**src/rtl/neurosa_pkg.sv**
```systemverilog
// Shared definitions for the spike event path.
// Contents:
//   SPIKE_ADDR_W / SPIKE_DATA_W / SPIKE_BUF_DEPTH : default event geometry
//   spike_event_t : packed {addr, data} event, addr in the MSBs
//   buf_state_t   : timestep sequencing states of spike_event_buffer
package neurosa_pkg;

  localparam int SPIKE_ADDR_W    = 10;
  localparam int SPIKE_DATA_W    = 2;
  localparam int SPIKE_BUF_DEPTH = 16;

  typedef struct packed {
    logic [SPIKE_ADDR_W-1:0] addr;
    logic [SPIKE_DATA_W-1:0] data;
  } spike_event_t;

  typedef enum logic [1:0] {
    ST_IDLE    = 2'd0,
    ST_CAPTURE = 2'd1,
    ST_FLUSH   = 2'd2
  } buf_state_t;

endpackage

```
**src/rtl/sync_fifo.sv**
```systemverilog
// Show-ahead synchronous FIFO.
// Ports:
//   clk, reset     : clock, asynchronous active-high reset (clears pointers/count)
//   push, wr_data  : write request; taken when not full, or full with a pop
//   pop            : read request; taken when not empty
//   rd_data        : head entry, forced to 0 while empty
//   full, empty    : status
//   count          : occupancy, 0..DEPTH
module sync_fifo #(
  parameter int WIDTH = 12,
  parameter int DEPTH = 16
) (
  input  logic                     clk,
  input  logic                     reset,
  input  logic                     push,
  input  logic [WIDTH-1:0]         wr_data,
  input  logic                     pop,
  output logic [WIDTH-1:0]         rd_data,
  output logic                     full,
  output logic                     empty,
  output logic [$clog2(DEPTH):0]   count
);

  localparam int AW = $clog2(DEPTH);

  logic [WIDTH-1:0] mem [DEPTH];
  logic [AW-1:0]    wr_ptr_reg;
  logic [AW-1:0]    rd_ptr_reg;
  logic [AW:0]      count_reg;
  logic             wr_en;
  logic             rd_en;

  assign full  = (count_reg == (AW+1)'(DEPTH));
  assign empty = (count_reg == '0);
  assign count = count_reg;

  // When full, a same-cycle pop frees the slot the write lands in
  // (wr_ptr == rd_ptr); the head is read combinationally before the edge.
  assign rd_en = pop && !empty;
  assign wr_en = push && (!full || rd_en);

  assign rd_data = empty ? '0 : mem[rd_ptr_reg];

  // Storage has no reset; stale contents are never visible because
  // rd_data is masked while empty.
  always_ff @(posedge clk) begin
    if (wr_en) begin
      mem[wr_ptr_reg] <= wr_data;
    end
  end

  // Pointers wrap naturally because DEPTH is a power of two.
  always_ff @(posedge clk or posedge reset) begin
    if (reset) begin
      wr_ptr_reg <= '0;
      rd_ptr_reg <= '0;
      count_reg  <= '0;
    end else begin
      if (wr_en) wr_ptr_reg <= wr_ptr_reg + 1'b1;
      if (rd_en) rd_ptr_reg <= rd_ptr_reg + 1'b1;
      case ({wr_en, rd_en})
        2'b10:   count_reg <= count_reg + 1'b1;
        2'b01:   count_reg <= count_reg - 1'b1;
        default: count_reg <= count_reg;
      endcase
    end
  end

endmodule

```
**src/rtl/spike_event_buffer.sv**
```systemverilog
// Spike event buffer: captures non-zero spike events from the upstream mux
// network into a FIFO and streams them over a valid/ready channel, framing
// each timestep (ev_last on the final event, timestep_done once drained).
// Optional feature: define SPIKE_BUF_DROP_CNT_EN to build the saturating
// drop counter; otherwise drop_count is tied to 0.
// Ports:
//   clk, reset        : clock, asynchronous active-high reset
//   en_capture        : qualifies spike_in sampling
//   spike_in          : {addr, data}; data==0 means no spike
//   network_done      : upstream end-of-timestep pulse
//   ev_valid/ev_ready : downstream handshake; ev_addr/ev_data = FIFO head
//   ev_last           : final event of the timestep (during flush)
//   buf_full/buf_empty: FIFO status
//   drop_count        : events offered but refused (saturating)
//   timestep_done     : one-cycle pulse when the flush has completed
module spike_event_buffer
  import neurosa_pkg::*;
#(
  parameter int SPIKE_OUT_ADDR = SPIKE_ADDR_W,
  parameter int SPIKE_OUT_DATA = SPIKE_DATA_W,
  parameter int BUF_DEPTH      = SPIKE_BUF_DEPTH
) (
  input  logic                               clk,
  input  logic                               reset,
  input  logic                               en_capture,
  input  logic [SPIKE_OUT_ADDR+SPIKE_OUT_DATA-1:0] spike_in,
  input  logic                               network_done,
  output logic                               ev_valid,
  output logic [SPIKE_OUT_ADDR-1:0]          ev_addr,
  output logic [SPIKE_OUT_DATA-1:0]          ev_data,
  input  logic                               ev_ready,
  output logic                               ev_last,
  output logic                               buf_full,
  output logic                               buf_empty,
  output logic [15:0]                        drop_count,
  output logic                               timestep_done
);

  localparam int EW = SPIKE_OUT_ADDR + SPIKE_OUT_DATA;
  localparam int CW = $clog2(BUF_DEPTH) + 1;

  buf_state_t     state_reg;
  buf_state_t     state_next;
  logic [EW-1:0]  head;
  logic [CW-1:0]  count;
  logic           offer;
  logic           pop;

  // Captures are refused during a flush so the timestep can close.
  assign offer = en_capture && (spike_in[SPIKE_OUT_DATA-1:0] != '0)
               && (state_reg != ST_FLUSH);
  assign pop   = ev_valid && ev_ready;

  sync_fifo #(
    .WIDTH (EW),
    .DEPTH (BUF_DEPTH)
  ) u_fifo (
    .clk     (clk),
    .reset   (reset),
    .push    (offer),
    .wr_data (spike_in),
    .pop     (pop),
    .rd_data (head),
    .full    (buf_full),
    .empty   (buf_empty),
    .count   (count)
  );

  assign ev_valid = !buf_empty;
  assign ev_addr  = head[EW-1:SPIKE_OUT_DATA];
  assign ev_data  = head[SPIKE_OUT_DATA-1:0];

  always_ff @(posedge clk or posedge reset) begin
    if (reset) state_reg <= ST_IDLE;
    else       state_reg <= state_next;
  end

  always_comb begin
    state_next    = state_reg;
    timestep_done = 1'b0;
    ev_last       = 1'b0;
    case (state_reg)
      ST_IDLE: begin
        if (en_capture) state_next = ST_CAPTURE;
      end
      ST_CAPTURE: begin
        if (network_done) state_next = ST_FLUSH;
      end
      ST_FLUSH: begin
        ev_last = ev_valid && (count == CW'(1));
        if (count == '0) begin
          state_next    = ST_IDLE;
          timestep_done = 1'b1;
        end
      end
      default: state_next = ST_IDLE;
    endcase
  end

`ifdef SPIKE_BUF_DROP_CNT_EN
  logic        drop;
  logic [15:0] drop_cnt_reg;

  // Mirrors the FIFO's own acceptance rule: full blocks unless a pop
  // frees a slot this cycle.
  assign drop = offer && buf_full && !pop;

  always_ff @(posedge clk or posedge reset) begin
    if (reset)                                drop_cnt_reg <= '0;
    else if (drop && drop_cnt_reg != 16'hFFFF) drop_cnt_reg <= drop_cnt_reg + 1'b1;
  end

  assign drop_count = drop_cnt_reg;
`else
  assign drop_count = '0;
`endif

endmodule

```
**config.mk**
```make
export PLATFORM = sky130hd
export DESIGN_NAME = spike_event_buffer
export DESIGN_NICKNAME = d
export VERILOG_FILES = /design/src/rtl/neurosa_pkg.sv /design/src/rtl/sync_fifo.sv /design/src/rtl/spike_event_buffer.sv
export SDC_FILE = /design/constraint.sdc
export NUM_CORES = 1
export LEC_CHECK = 0
export ABC_AREA = 1
export CAP_MARGIN = 30
export CELL_PAD_IN_SITES_DETAIL_PLACEMENT = 1
export CELL_PAD_IN_SITES_GLOBAL_PLACEMENT = 1
export CORE_MARGIN = 2
export CORE_UTILIZATION = 52
export DETAILED_ROUTE_END_ITERATION = 8
export PLACE_DENSITY = 0.89
export RECOVER_POWER = 25
export SYNTH_ARGS = -nofsm -noshare
export SYNTH_HDL_FRONTEND = slang
export SYNTH_HIERARCHICAL = 1
export SYNTH_SLANG_ARGS = --single-unit
export TNS_END_PERCENT = 5
```
**constraint.sdc**
```tcl
create_clock -name clk -period 5.1 [get_ports clk]
set_clock_uncertainty 0.1 [all_clocks]
set_input_delay 0.765 -clock clk [delete_from_list [all_inputs] [get_ports clk]]
set_output_delay 0.765 -clock clk [all_outputs]
set_load 0.005 [all_outputs]
```
* Word-level counts from Yosys, hierarchy flattened *
Memories as Yosys holds them, arrays and structs flattened.
Index checks and enable logic that the tools add are counted.

word-level totals
  register bits = 15
  memory bits (writable) = 192
  bits of input ports = 17
  output and inout port bits = 33
  word-level logic and storage cells = 44
  memories = 1

memories
  name        words  bits a word  read ports  clocked after memory_dff  wr ports  line             text
  u_fifo.mem  16     12           1           0                         1         sync_fifo.sv:26  logic [WIDTH-1:0] mem [DEPTH];

operators by class
  $add $sub $neg = 4
  equal/unequal tests = 10
  muxes and demuxes = 11
  reduce and logical (&&, ||, !) cells = 14

operators by type and width
  cell                 count
  $mux 12              1
  $pmux 5 s2           1
  $add 4x1->4 const B  2
  $logic_and 1x1->1    6
  $mux 2               3
  $ne 2x2->1 const B   3
  $pmux 2 s3           1
  $add 5x1->5 const B  1
  $eq 5x1->1 const B   1
  $eq 5x5->1 const B   1
  $logic_not 5->1      1
  $mux 1               5
  $sub 5x1->5 const B  1
  $eq 2x1->1 const B   2
  $eq 2x2->1 const B   2
  $reduce_bool 2->1    2
  $reduce_and 3->1     1
  $logic_not 1->1      2
  $logic_not 2->1      1
  $ne 2x1->1 const B   1
  $logic_or 1x1->1     1

* Logic depth before layout (Yosys ltp) *
Gate-level depths: netlist of the first run.

  word-level depth = 8
  depth in mapped cells = 17
  depth with buffers taken out = 16

* Cells and area by module *
Netlist of the first run, hierarchy kept.

modules (own cells, without submodules)
  module              instances  cells each  area an instance (um^2)  seq. area each (um^2)
  sync_fifo           1          739         8584.5                   6090.8
  spike_event_buffer  1          41          272.8                    50.0

* Least setup slack after synthesis of the first run *
OpenSTA, ideal clock, no wires.

  path type = register to register
  start = reg u_fifo.count_reg[0] (netlist: u_fifo/count[0])
  end = reg u_fifo.count_reg[4] (netlist: u_fifo/count[4])
  setup time = 0.113 ns
  arrival = 2.218 ns
  path slack = 2.669 ns
  stages on the path, launching flop included = 17
  path buffers = 1
  cell sequence = dfrtp_1 -> nor2_1 -> nand3_1 -> inv_1 -> buf_2 -> nor2_1 -> nand2_2 -> inv_2 -> nand2_2 -> inv_1 -> ha_1 -> a21oi_1 -> nand3_1 -> nand2_1 -> nand3_1 -> nand2_1 -> inv_1

between the ends
  word-level cells in the longest chain between the ends = 8

RTL lines
  element                                          line                      text
  from (decl)                                      sync_fifo.sv:29           logic [AW:0] count_reg;
  from (signal assigned)                           sync_fifo.sv:62           2'b10: count_reg <= count_reg + 1'b1;
  from (signal assigned)                           sync_fifo.sv:63           2'b01: count_reg <= count_reg - 1'b1;
  from (signal assigned)                           sync_fifo.sv:64           default: count_reg <= count_reg;
  $logic_not 5->1 *                                sync_fifo.sv:34           assign empty = (count_reg == '0);
  via buf_empty                                    spike_event_buffer.sv:34  output logic buf_empty,
  $logic_not 1->1 *                                spike_event_buffer.sv:69  assign ev_valid = !buf_empty;
  $logic_and 1x1->1 *                              spike_event_buffer.sv:52  assign pop = ev_valid && ev_ready;
  via pop                                          spike_event_buffer.sv:47  logic pop;
  $logic_and 1x1->1 *                              sync_fifo.sv:39           assign rd_en = pop && !empty;
  $logic_or 1x1->1                                 sync_fifo.sv:40           assign wr_en = push && (!full || rd_en);
  $logic_and 1x1->1                                sync_fifo.sv:40
  $eq 2x1->1 or $eq 2x2->1 (tied branches)         sync_fifo.sv:61           case ({wr_en, rd_en})
  $pmux 5 s2 or $reduce_bool 2->1 (tied branches)  --

The timed path passes the listed nets; every way through them passes the cells marked *.
A chain may end at the register's enable or synchronous reset.

* Worst setup path in the final report of the first run *
  start = reg u_fifo.rd_ptr_reg[0]
  end = out ev_addr[7]

between the ends
  word-level cells in the longest chain between the ends = 2

RTL lines
  element                 line                      text
  from (decl)             sync_fifo.sv:28           logic [AW-1:0] rd_ptr_reg;
  from (signal assigned)  sync_fifo.sv:60           if (rd_en) rd_ptr_reg <= rd_ptr_reg + 1'b1;
  $mem_v2 16x12           --
  $mux 12                 sync_fifo.sv:42           assign rd_data = empty ? '0 : mem[rd_ptr_reg];
  to (decl)               spike_event_buffer.sv:29  output logic [SPIKE_OUT_ADDR-1:0] ev_addr,

No other way between the ends.

==> results of run 1 <==
## Yosys cell counts (5+ instances only)
master and instances:
buf_4 21, nand3_1 156, nand2_1 259, xor2_1 8, dfrtp_1 15, nor2_1 28, nand2_2 5, edfxtp_1 192
buf_2 22, ha_1 8, a21oi_1 13, inv_1 19, buf_6 6
## worst reg2reg max path, cell delays in order, from the launching register on
cell and delay (ns):
dfrtp_1 0.45, nor2_1 0.19, nand3_1 0.15, inv_1 0.60, nor2_1 0.20, nand2_2 0.21
inv_2 0.08, nand2_2 0.10, inv_1 0.09, ha_1 0.34, a21oi_1 0.26, nand3_1 0.12
nand2_1 0.11, nand3_1 0.08, nand2_1 0.08, inv_1 0.05
## final cells by class
type                            instances  area (sq um)  area share, %
Sequential cell                       207          6140           60.9
Multi-Input combinational cell        508          2300           22.9
Clock buffer                           27           601           5.96
Timing Repair Buffer                   54           497           4.93
Tap cell                              220           275           2.73
Clock inverter                         13           168           1.66
Inverter                               24          95.1          0.943
## metal layers
| metal | share of wire [%] | vias up |
|---|---|---|
| met1 | 39 | 3103 |
| li1 | - | 2721 |
| met3 | 7.1 | 74 |
| met2 | 50 | 320 |
| met4 | 3.7 | 0 |
| met5 | 0 | - |
## per-stage QoR
stage / utilization (%) / total power (W) / cell area (sq um)
after CTS: 60.6 / 0.00598 / 10100
after floorplan: - / 0.00352 / 8910
final: 60.6 / 0.00598 / 10100
after detailed placement: 56.0 / 0.00422 / 9320
after global placement: 55.9 / 0.00405 / 9300
after global routing: 60.6 / 0.00626 / 10100
## how the worst min path moves through the flow
stage | start | endpoint | slack, ns | cells after the start
2_1_floorplan | state_reg[1] | state_reg[0] | 0.31 | 1
3_3_place_gp | state_reg[1] | state_reg[0] | 0.32 | 1
3_5_place_dp | state_reg[1] | state_reg[0] | 0.36 | 1
4_1_cts | reset | state_reg[0] | 0.34 | 2
5_1_grt | state_reg[1] | state_reg[0] | 0.38 | 1
6_report | state_reg[1] | state_reg[0] | 0.37 | 1
## cell families after synthesis
group,Yosys count,synth area share [%]
buffers and inverters,80,5.28
other,1,0.0423
AOI/OAI and AO/OA,23,1.54
adders and majority gates,9,1.36
DFF,207,69.3
xor gates and xnor gates,9,0.890
and+or+nand+nor,451,21.6
## power by group
part / internal (W) / leakage (nW) / switching, W
Sequential: 0.00202 / 1.91 / 0.000153
Combinational: 0.000702 / 1.54 / 0.00141
Clock: 0.00104 / 0.374 / 0.000656
==> results by group, run 1 <==
Status
  – Status: finished, final reports clean

Place
  – Dpl cells: 1013
  – PortBufs: 33
  – Worst slack at placement: 1.44 ns
  – Final estimated routing congestion in global placement: 0.802
  – Detailed Place HPWL: around 15000 um

Drt
  – Drt first pass iters: 7
  – # DRC: 0
  – DR iter-0 viols: 642
  – Final WL: 25700 um
  – DR WL/cell: 24.4 um
  – Via/cell ratio: 5.91
  – Total number of vias: just over 6000
  – Post-DRT Antenna Nets: 0

Timing
  – Worst-Margin Slew: 1.04 ns
  – Max frequency: 233 MHz
  – Hold Fails Final Rpt: 0
  – Unrepaired setup endpoints after global routing: false
  – Slew HR: 30.7%
  – Setup WS post-layout: 0.815 ns
  – Setup TNS Final: 0 ns
  – Fin. max-slew vios: 0
  – # setup viols final: 0
  – Crit share post-route: 84.0%
  – Hold Slack: 0.373 ns
  – Minimum clock period: 4.29 ns

Synthesis
  – Async S/R FF share, synth: 7.25%
  – Ys flop type: edfxtp_1
  – Distinct cells, synth: 27
  – Synth area leaders: edfxtp_1 65%, nand2_1 11%, nand3_1 8.8%
  – Mapped cell area: a little under 9000 sq um
  – Area leader, netlist: edfxtp_1
  – EDFF count, synth: 192
  – Mapped Cells: 780
  – FF+latch count, synth: 207
  – Sequential fraction of the synthesis area: 69.3%
  – Average size of a mapped cell: 11.4 sq um
  – Synth Warn #: 6
  – Share of the synthesized area in the top cell type: 65.1%

CTS
  – Number of setup buffers added after CTS: 0
  – Num CTS Buffers: 22
  – CTS tree: yes
  – CTS Sinks: 207
  – Buffer depth of the longest clock path: 3
  – Resized Gates After CTS: 0
  – CTS Root Cell: clkbuf_16
  – H-tree depth: 1
  – Clock transition at the registers of the reported paths: ~0.060 ns
  – Hold_buf cts: 0
  – Worst-Skew Late Latency: 0.51 ns

Setup path
  – Critical Path RT: 4.24 ns
  – R2r worst-path depth: 15
  – Worst setup EP type: primary output
  – Register-to-register path setup slack: 1.78 ns
  – Critical path's most frequent cell: nand2_1
  – WS Path Type: reg2out
  – Reg-to-Reg Start: u_fifo/count[1]
  – Worst Path Arrival: 3.42 ns
  – Crit-path slowest cell: dfrtp_2
  – CP startpoint kind: flip-flop
  – Peak fanout along the critical path: slightly below 100
  – Top cell family by delay on the critical path: buffers and inverters
  – Crit path to: ev_addr[7]
  – Critical path depth: 9
  – Worst setup path startpoint: u_fifo/rd_ptr_reg[0]
  – Crit-path cells: buf_12 > inv_6 > nand2_1 > nand3_1 > nand3_1 > nand2_1 > nand2_1 > a21oi_2 > clkdlybuf4s50_1
  – R2R Path End: u_fifo/count[4]
  – Number of buffers and inverters on the critical path: 3
  – CP max stage delay: 0.61 ns

Floorplan
  – Die height: 135 um
  – Core Area: 16600 sq um
  – Initial core utilization: 53.2%
  – Die area: around 18000 sq um
  – Die width: between 100 and 150 um
  – Ports: 50
  – Row count: 47

Run
  – Maxcap violations: 0

Global routing
  – Vias in the first global route: 6774
  – GRT Util Overall: 29.1%
  – Met1 Usage GRT: 37.2%
  – Remaining Overflow, GRT: 0
  – GR peak layer: met2
  – Met2 Use GR: 49.9%
  – M3 GR Usage: under 10%
  – Global-route wire length before repair: ~40000 um
  – Initial antenna violation count: 0
  – Largest net degree at the start of global routing: 98

Cells and area
  – Diode count: 0
  – Fin cells: ~1100
  – Most common cell after layout, fill and taps aside: nand2_1
  – Area grow syn2layout: 13.8%
  – Nets: 843
  – Fillers: 1705
  – Share of layout cells above drive strength 1: 8.76%
  – Max reg flops: 192
  – Most frequent cells in the layout: 259 x nand2_1, 192 x edfxtp_1, 156 x nand3_1

Power
  – Leakage: between 3 and 4 nW
  – Peak supply drop: 0.496 mV
  – Pwr dens: 593 nW/um^2

Min path
  – HP Class: reg2reg
Note: power is estimated with default switching activity, not from simulation.
==> inputs of run 2 (changes only) <==
--- a/config.mk
+++ b/config.mk
@@ -10,9 +10,9 @@
 export CELL_PAD_IN_SITES_DETAIL_PLACEMENT = 1
 export CELL_PAD_IN_SITES_GLOBAL_PLACEMENT = 1
 export CORE_MARGIN = 2
-export CORE_UTILIZATION = 52
+export CORE_UTILIZATION = 43
 export DETAILED_ROUTE_END_ITERATION = 8
-export PLACE_DENSITY = 0.89
+export PLACE_DENSITY = 0.79
 export RECOVER_POWER = 25
 export SYNTH_ARGS = -nofsm -noshare
 export SYNTH_HDL_FRONTEND = slang
==> constraint.sdc (replaced) <==
create_clock -name clk -period 3.7 [get_ports clk]
set_clock_uncertainty 0.1 [all_clocks]
set_input_delay 0.555 -clock clk [delete_from_list [all_inputs] [get_ports clk]]
set_output_delay 0.555 -clock clk [all_outputs]
set_load 0.005 [all_outputs]
==> run 2 against run 1 <==
Compared with the run above: core utilization fell by 10 points; global-route usage is 6.2 points lower; critical endpoint is now ev_addr[1]; clock power up 28%; cell count grew 6.1%; setup slack got worse by 0.65 ns.
==> results by group, run 2 (synthesis gave the netlist of run 1 again) <==
CTS
  – Hold_buf cts: 0
  – Num CTS Buffers: 22
  – CTS Sinks: 207
  – CTS Root Cell: clkbuf_16
  – Resized Gates After CTS: 0
  – Number of setup buffers added after CTS: 0
  – Worst-Skew Late Latency: about 0.5 ns
  – CTS tree: yes
  – Buffer depth of the longest clock path: 3
  – Clock transition at the registers of the reported paths: about 0.060 ns
  – H-tree depth: 1

Setup path
  – CP max stage delay: approximately 0.59 ns
  – Peak fanout along the critical path: 29
  – R2r worst-path depth: 15
  – Crit-path cells: inv_6 > buf_4 > nand2_1 > nand3_1 > nand3_1 > nand2_1 > nand2_1 > a21oi_1 > clkdlybuf4s50_1
  – Worst Path Arrival: 2.88 ns
  – CP startpoint kind: flip-flop
  – Critical Path RT: 3.04 ns
  – Worst setup EP type: primary output
  – Critical path's most frequent cell: nand2_1
  – WS Path Type: reg2out
  – Crit-path slowest cell: clkdlybuf4s50_1

Timing
  – Slew HR: 46.3%
  – Hold Fails Final Rpt: 0
  – Max frequency: ~280 MHz
  – Crit share post-route: 95.7%
  – Unrepaired setup endpoints after global routing: false
  – Fin. max-slew vios: 0
  – Setup TNS Final: 0 ns
  – Hold Slack: 0.272 ns
  – # setup viols final: 0
  – Minimum clock period: roughly 3.5 ns
  – Worst-Margin Slew: 0.805 ns

Global routing
  – GRT Util Overall: 22.9%
  – Largest net degree at the start of global routing: 99
  – Global-route wire length before repair: between 30000 and 40000 um
  – Initial antenna violation count: 0
  – Vias in the first global route: 6481
  – Remaining Overflow, GRT: 0

Place
  – Final estimated routing congestion in global placement: a little under 0.8
  – Detailed Place HPWL: ~15000 um
  – PortBufs: 33

Power
  – Clk pwr share: 26.5%
  – Cell internal pwr: 0.00514 W
  – Sw Pwr: just over 0.003 W
  – Peak supply drop: 0.510 mV
  – Logic gate share of total power: between 30% and 40%
  – Sequential share of power: 36.3%
  – Pwr dens: about 800 nW/um^2
  – Sw Ratio: 37.0%
  – Leakage: slightly below 4 nW

Cells and area
  – Most frequent cells in the layout: 259 x nand2_1, 192 x edfxtp_1, 156 x nand3_1
  – Most common cell after layout, fill and taps aside: nand2_1
  – Share of layout cells above drive strength 1: under 10%
  – Nets: 857
  – Fillers: 2147
  – Area grow syn2layout: 15.4%
  – Max reg flops: 192
  – Diode count: 0

Drt
  – Final WL: 24600 um
  – Total number of vias: 6134
  – # DRC: 0
  – Via/cell ratio: 5.49
  – Met1 wire length: 10400 um
  – Post-DRT Antenna Nets: 0
  – Drt first pass iters: 5
  – Metal3 WL: 1140 um
  – Top routing layer in use: met4
  – DR WL/cell: 22.0 um
  – Met2 wire len: 12300 um
  – DR iter-0 viols: 559

Run
  – Maxcap violations: 0

Floorplan
  – Ports: 50
  – Die area: 21800 sq um
  – Die width: 148 um
  – Initial core utilization: 43.8%
  – Core Area: 20200 sq um
  – Die height: 148 um
  – Row count: 52

Min path
  – HP Class: in2async

Status
  – Status: finished, final reports clean
==> run 2: changes by cell type in the layout (fill, tap and decap cells not counted), sizes merged <==
cell,delta
buf,+13
clkinvlp,-2
bufinv,-3
clkinv,-7
clkbuf,+13
==> run 2: power by group through the flow <==
stage                     clock network (W)  registers (W)  logic (W)
after detailed placement                  0        0.00301    0.00298
after CTS                           0.00221        0.00297    0.00305
final                               0.00217        0.00297    0.00303
after floorplan                           0        0.00291    0.00194
after global routing                0.00230        0.00299    0.00333
after global placement                    0        0.00299    0.00289
==> run 2: critical path: cells and delay by family (launching register included) <==
| kind | cells | cell delay [ns] |
|---|---|---|
| DFF | 1 | 0.45 |
| and+or+nand+nor | 5 | 0.45 |
| AOI/OAI and AO/OA | 1 | 0.39 |
| buffers and inverters | 3 | 1.08 |
==> run 2: worst paths after layout <==
check	from	to	slack [ns]
setup / recovery	u_fifo/rd_ptr_reg[0]	ev_addr[1]	0.16
hold / removal	reset	state_reg[0]	0.27
setup reg to reg	u_fifo/count[0]	u_fifo/count[4]	0.67
hold reg to reg	state_reg[1]	state_reg[0]	0.37
max in group asynchronous	reset	u_fifo/rd_ptr_reg[0]	2.52
min in group clk	state_reg[1]	state_reg[0]	0.37
==> run 2: layer usage <==
layer	GRT usage, %	vias up
li1	-	2757
met1	30.3	3153
met2	40.0	184
met3	2.78	40
met4	6.63	0
met5	0	-
==> run 2: stage by stage <==
stage / area, sq um / cells / utilization (%) / power [W] / worst slack [ns]
2_1_floorplan: 8910 / 795 / - / 0.00486 / 1.27
3_3_place_gp: 9520 / 1077 / 47.1 / 0.00588 / 0.741
3_5_place_dp: 9520 / 1077 / 47.1 / 0.00600 / 0.692
4_1_cts: 10200 / 1117 / 50.6 / 0.00822 / 0.161
5_1_grt: 10200 / 1117 / 50.5 / 0.00862 / 0.0833
6_report: 10200 / 1117 / 50.5 / 0.00816 / 0.160
==> run 2: layout make-up <==
class,count,area [sq um],area share [%]
sequential,207,6140,60.1
multi-input combinational,508,2300,22.5
clock buffer,39,676,6.61
timing repair buffer,68,636,6.22
tap,270,338,3.30
inverter,24,95.1,0.930
clock inverter,1,30.0,0.294
==> inputs of run 3 (changes only) <==
--- a/config.mk
+++ b/config.mk
@@ -12,7 +12,7 @@
 export CORE_MARGIN = 2
 export CORE_UTILIZATION = 43
 export DETAILED_ROUTE_END_ITERATION = 8
-export PLACE_DENSITY = 0.79
+export PLACE_DENSITY = 0.85
 export RECOVER_POWER = 25
 export SYNTH_ARGS = -nofsm -noshare
 export SYNTH_HDL_FRONTEND = slang
==> constraint.sdc (replaced) <==
create_clock -name clk -period 3.12 [get_ports clk]
set_clock_uncertainty 0.1 [all_clocks]
set_input_delay 0.468 -clock clk [delete_from_list [all_inputs] [get_ports clk]]
set_output_delay 0.468 -clock clk [all_outputs]
set_load 0.005 [all_outputs]
==> run 3 against run 2 <==
Compared with the run above: the flow now finishes with violations (negative setup slack); clock power is 8% higher; sequential share of layout area is 0.98 points lower; setup slack worse by 0.18 ns; non-clock buffer count is 13 higher; sequential power is 17% higher; via count is 1.6% higher; register-to-register slack worse by 0.12 ns; worst hold slack worse by 0.093 ns; combinational power is 32% higher; largest power group unchanged.
==> results by group, run 3 (synthesis gave the netlist of run 1 again) <==
Status
  – Status: complete, but fails checks
  – Failing checks: negative setup slack

Setup path
  – Top cell family by delay on the critical path: buffers and inverters
  – Peak fanout along the critical path: 21
  – WS Path Type: reg2out
  – Worst Path Arrival: about 2.6 ns
  – Crit-path cells: buf_8 > buf_6 > nand2_1 > nand3_1 > nand3_1 > nand2_1 > nand2_1 > a21oi_1 > clkdlybuf4s50_1
  – Crit-path slowest cell: clkdlybuf4s50_1
  – Worst setup EP type: primary output
  – CP startpoint kind: flip-flop
  – Critical Path RT: roughly 2.6 ns
  – CP max stage delay: 0.54 ns
  – Critical path's most frequent cell: nand2_1
  – Number of buffers and inverters on the critical path: 3

Floorplan
  – Ports: 50
  – Initial core utilization: 43.8%
  – Die height: 148 um
  – Row count: 52
  – Die area: 21800 sq um
  – Die width: 148 um
  – Core Area: 20200 sq um

Timing
  – Fin. max-slew vios: 0
  – Worst-Margin Slew: 0.766 ns
  – Unrepaired setup endpoints after global routing: true
  – # setup viols final: 2
  – Setup TNS Final: -0.0359 ns
  – Setup WS post-layout: -0.0221 ns
  – Minimum clock period: 3.14 ns
  – Hold Fails Final Rpt: 0
  – Slew HR: 48.8%
  – Crit share post-route: 101%
  – Max frequency: 318 MHz

Power
  – Leakage: 4.00 nW
  – Pwr dens: 947 nW/um^2
  – Peak supply drop: 0.561 mV

Place
  – Final estimated routing congestion in global placement: 0.798
  – PortBufs: 33
  – Detailed Place HPWL: 15400 um
  – Worst slack at placement: 0.194 ns

Cells and area
  – Fillers: 2115
  – Most common cell after layout, fill and taps aside: nand2_1
  – Nets: 870
  – Multi-input logic area: 2330 sq um
  – Most frequent cells in the layout: 259 x nand2_1, 192 x edfxtp_1, 156 x nand3_1
  – FF+latch area: 6140 sq um
  – Max reg flops: 192
  – Share of layout cells above drive strength 1: between 10% and 20%
  – Area grow syn2layout: 17.3%

Run
  – Maxcap violations: 0

Min path
  – HP Class: in2async

Global routing
  – Largest net degree at the start of global routing: 41
  – GRT Util Overall: 23.2%
  – Vias in the first global route: 6742
  – Remaining Overflow, GRT: 0
  – Global-route wire length before repair: between 30000 and 40000 um
  – Initial antenna violation count: 1

Drt
  – Total number of vias: 6231
  – DR iter-0 viols: 440
  – DR WL/cell: 22.6 um
  – Drt first pass iters: 5
  – Post-DRT Antenna Nets: 0
  – # DRC: 0
  – Via/cell ratio: around 5.5
  – Final WL: 25500 um

CTS
  – CTS Root Cell: clkbuf_16
  – CTS tree: yes
  – Hold_buf cts: 0
  – Buffer depth of the longest clock path: 3
  – Num CTS Buffers: 22
  – CTS Sinks: 207
  – Clock transition at the registers of the reported paths: approximately 0.06 ns
  – H-tree depth: 1
  – Worst-Skew Late Latency: 0.49 ns
-- run 3: per-stage QoR --
stage | total power [W] | hold slack, ns | util (%) | cell area, sq um | std cells
after floorplan | 0.00576 | 0.109 | - | 8910 | 795
after detailed placement | 0.00721 | 0.343 | 47.4 | 9590 | 1083
after global placement | 0.00702 | 0.321 | 47.4 | 9590 | 1083
after CTS | 0.00978 | 0.0387 | 51.1 | 10300 | 1126
final | 0.00984 | 0.179 | 51.4 | 10400 | 1128
after global routing | 0.0103 | 0.197 | 51.4 | 10400 | 1128
-- run 3: final timing paths --
kind | end | slack, ns | startpoint | cells after the start
max in group asynchronous | u_fifo/rd_ptr_reg[0] | 2.10 | reset | 2
worst min register to register | state_reg[0] | 0.35 | state_reg[1] | 1
worst max-delay path | ev_addr[3] | -0.02 | u_fifo/rd_ptr_reg[0] | 9
worst min-delay path | state_reg[1] | 0.18 | reset | 2
worst max register to register | u_fifo/count[4] | 0.55 | u_fifo/count[0] | 15
min in group clk | state_reg[0] | 0.35 | state_reg[1] | 1
-- run 3: repair_timing --
| item | 4_1_cts | 5_1_grt |
|---|---|---|
| cloned | 1 | 0 |
| endpoints found under the setup margin | 12 | 11 |
| pin swaps | 1 | 1 |
| gates resized for setup | 11 | 11 |
| setup buffers | 5 | 1 |
-- run 3: cell type report --
class                           count  share of cell area, %
Timing Repair Buffer               81                   8.20
Antenna cell                        1                 0.0241
Tap cell                          270                   3.25
Multi-Input combinational cell    508                   22.4
Sequential cell                   207                   59.1
Clock inverter                      5                  0.217
Inverter                           24                  0.939
Clock buffer                       32                   5.86
-- run 3: report_power, final --
| group | internal, W | leakage (nW) | switching, W | total (W) |
|---|---|---|---|---|
| combinational | 0.00151 | 1.78 | 0.00250 | 0.00401 |
| clock | 0.00134 | 0.309 | 0.00101 | 0.00235 |
| sequential | 0.00331 | 1.90 | 0.000170 | 0.00348 |
| total | 0.00616 | 4.00 | 0.00368 | 0.00984 |
-- run 3: metal layers --
metal	global-route usage, %	routed length, um	vias to the layer above
met4	8.32	736	0
li1	-	-	2777
met1	27.8	9810	3135
met2	42.6	13400	260
met3	3.49	1570	59
met5	0	0	-
-- run 3: worst register-to-register path, stage by stage (launching register included) --
cell	delay (ns)
dfrtp_1	0.47
nor2_1	0.11
nand3_1	0.14
inv_1	0.07
nor2_1	0.23
nand2_2	0.15
inv_2	0.11
nand2_2	0.08
inv_1	0.11
ha_1	0.28
a21oi_1	0.24
nand3_1	0.10
nand2_1	0.10
nand3_1	0.07
nand2_1	0.07
inv_1	0.04
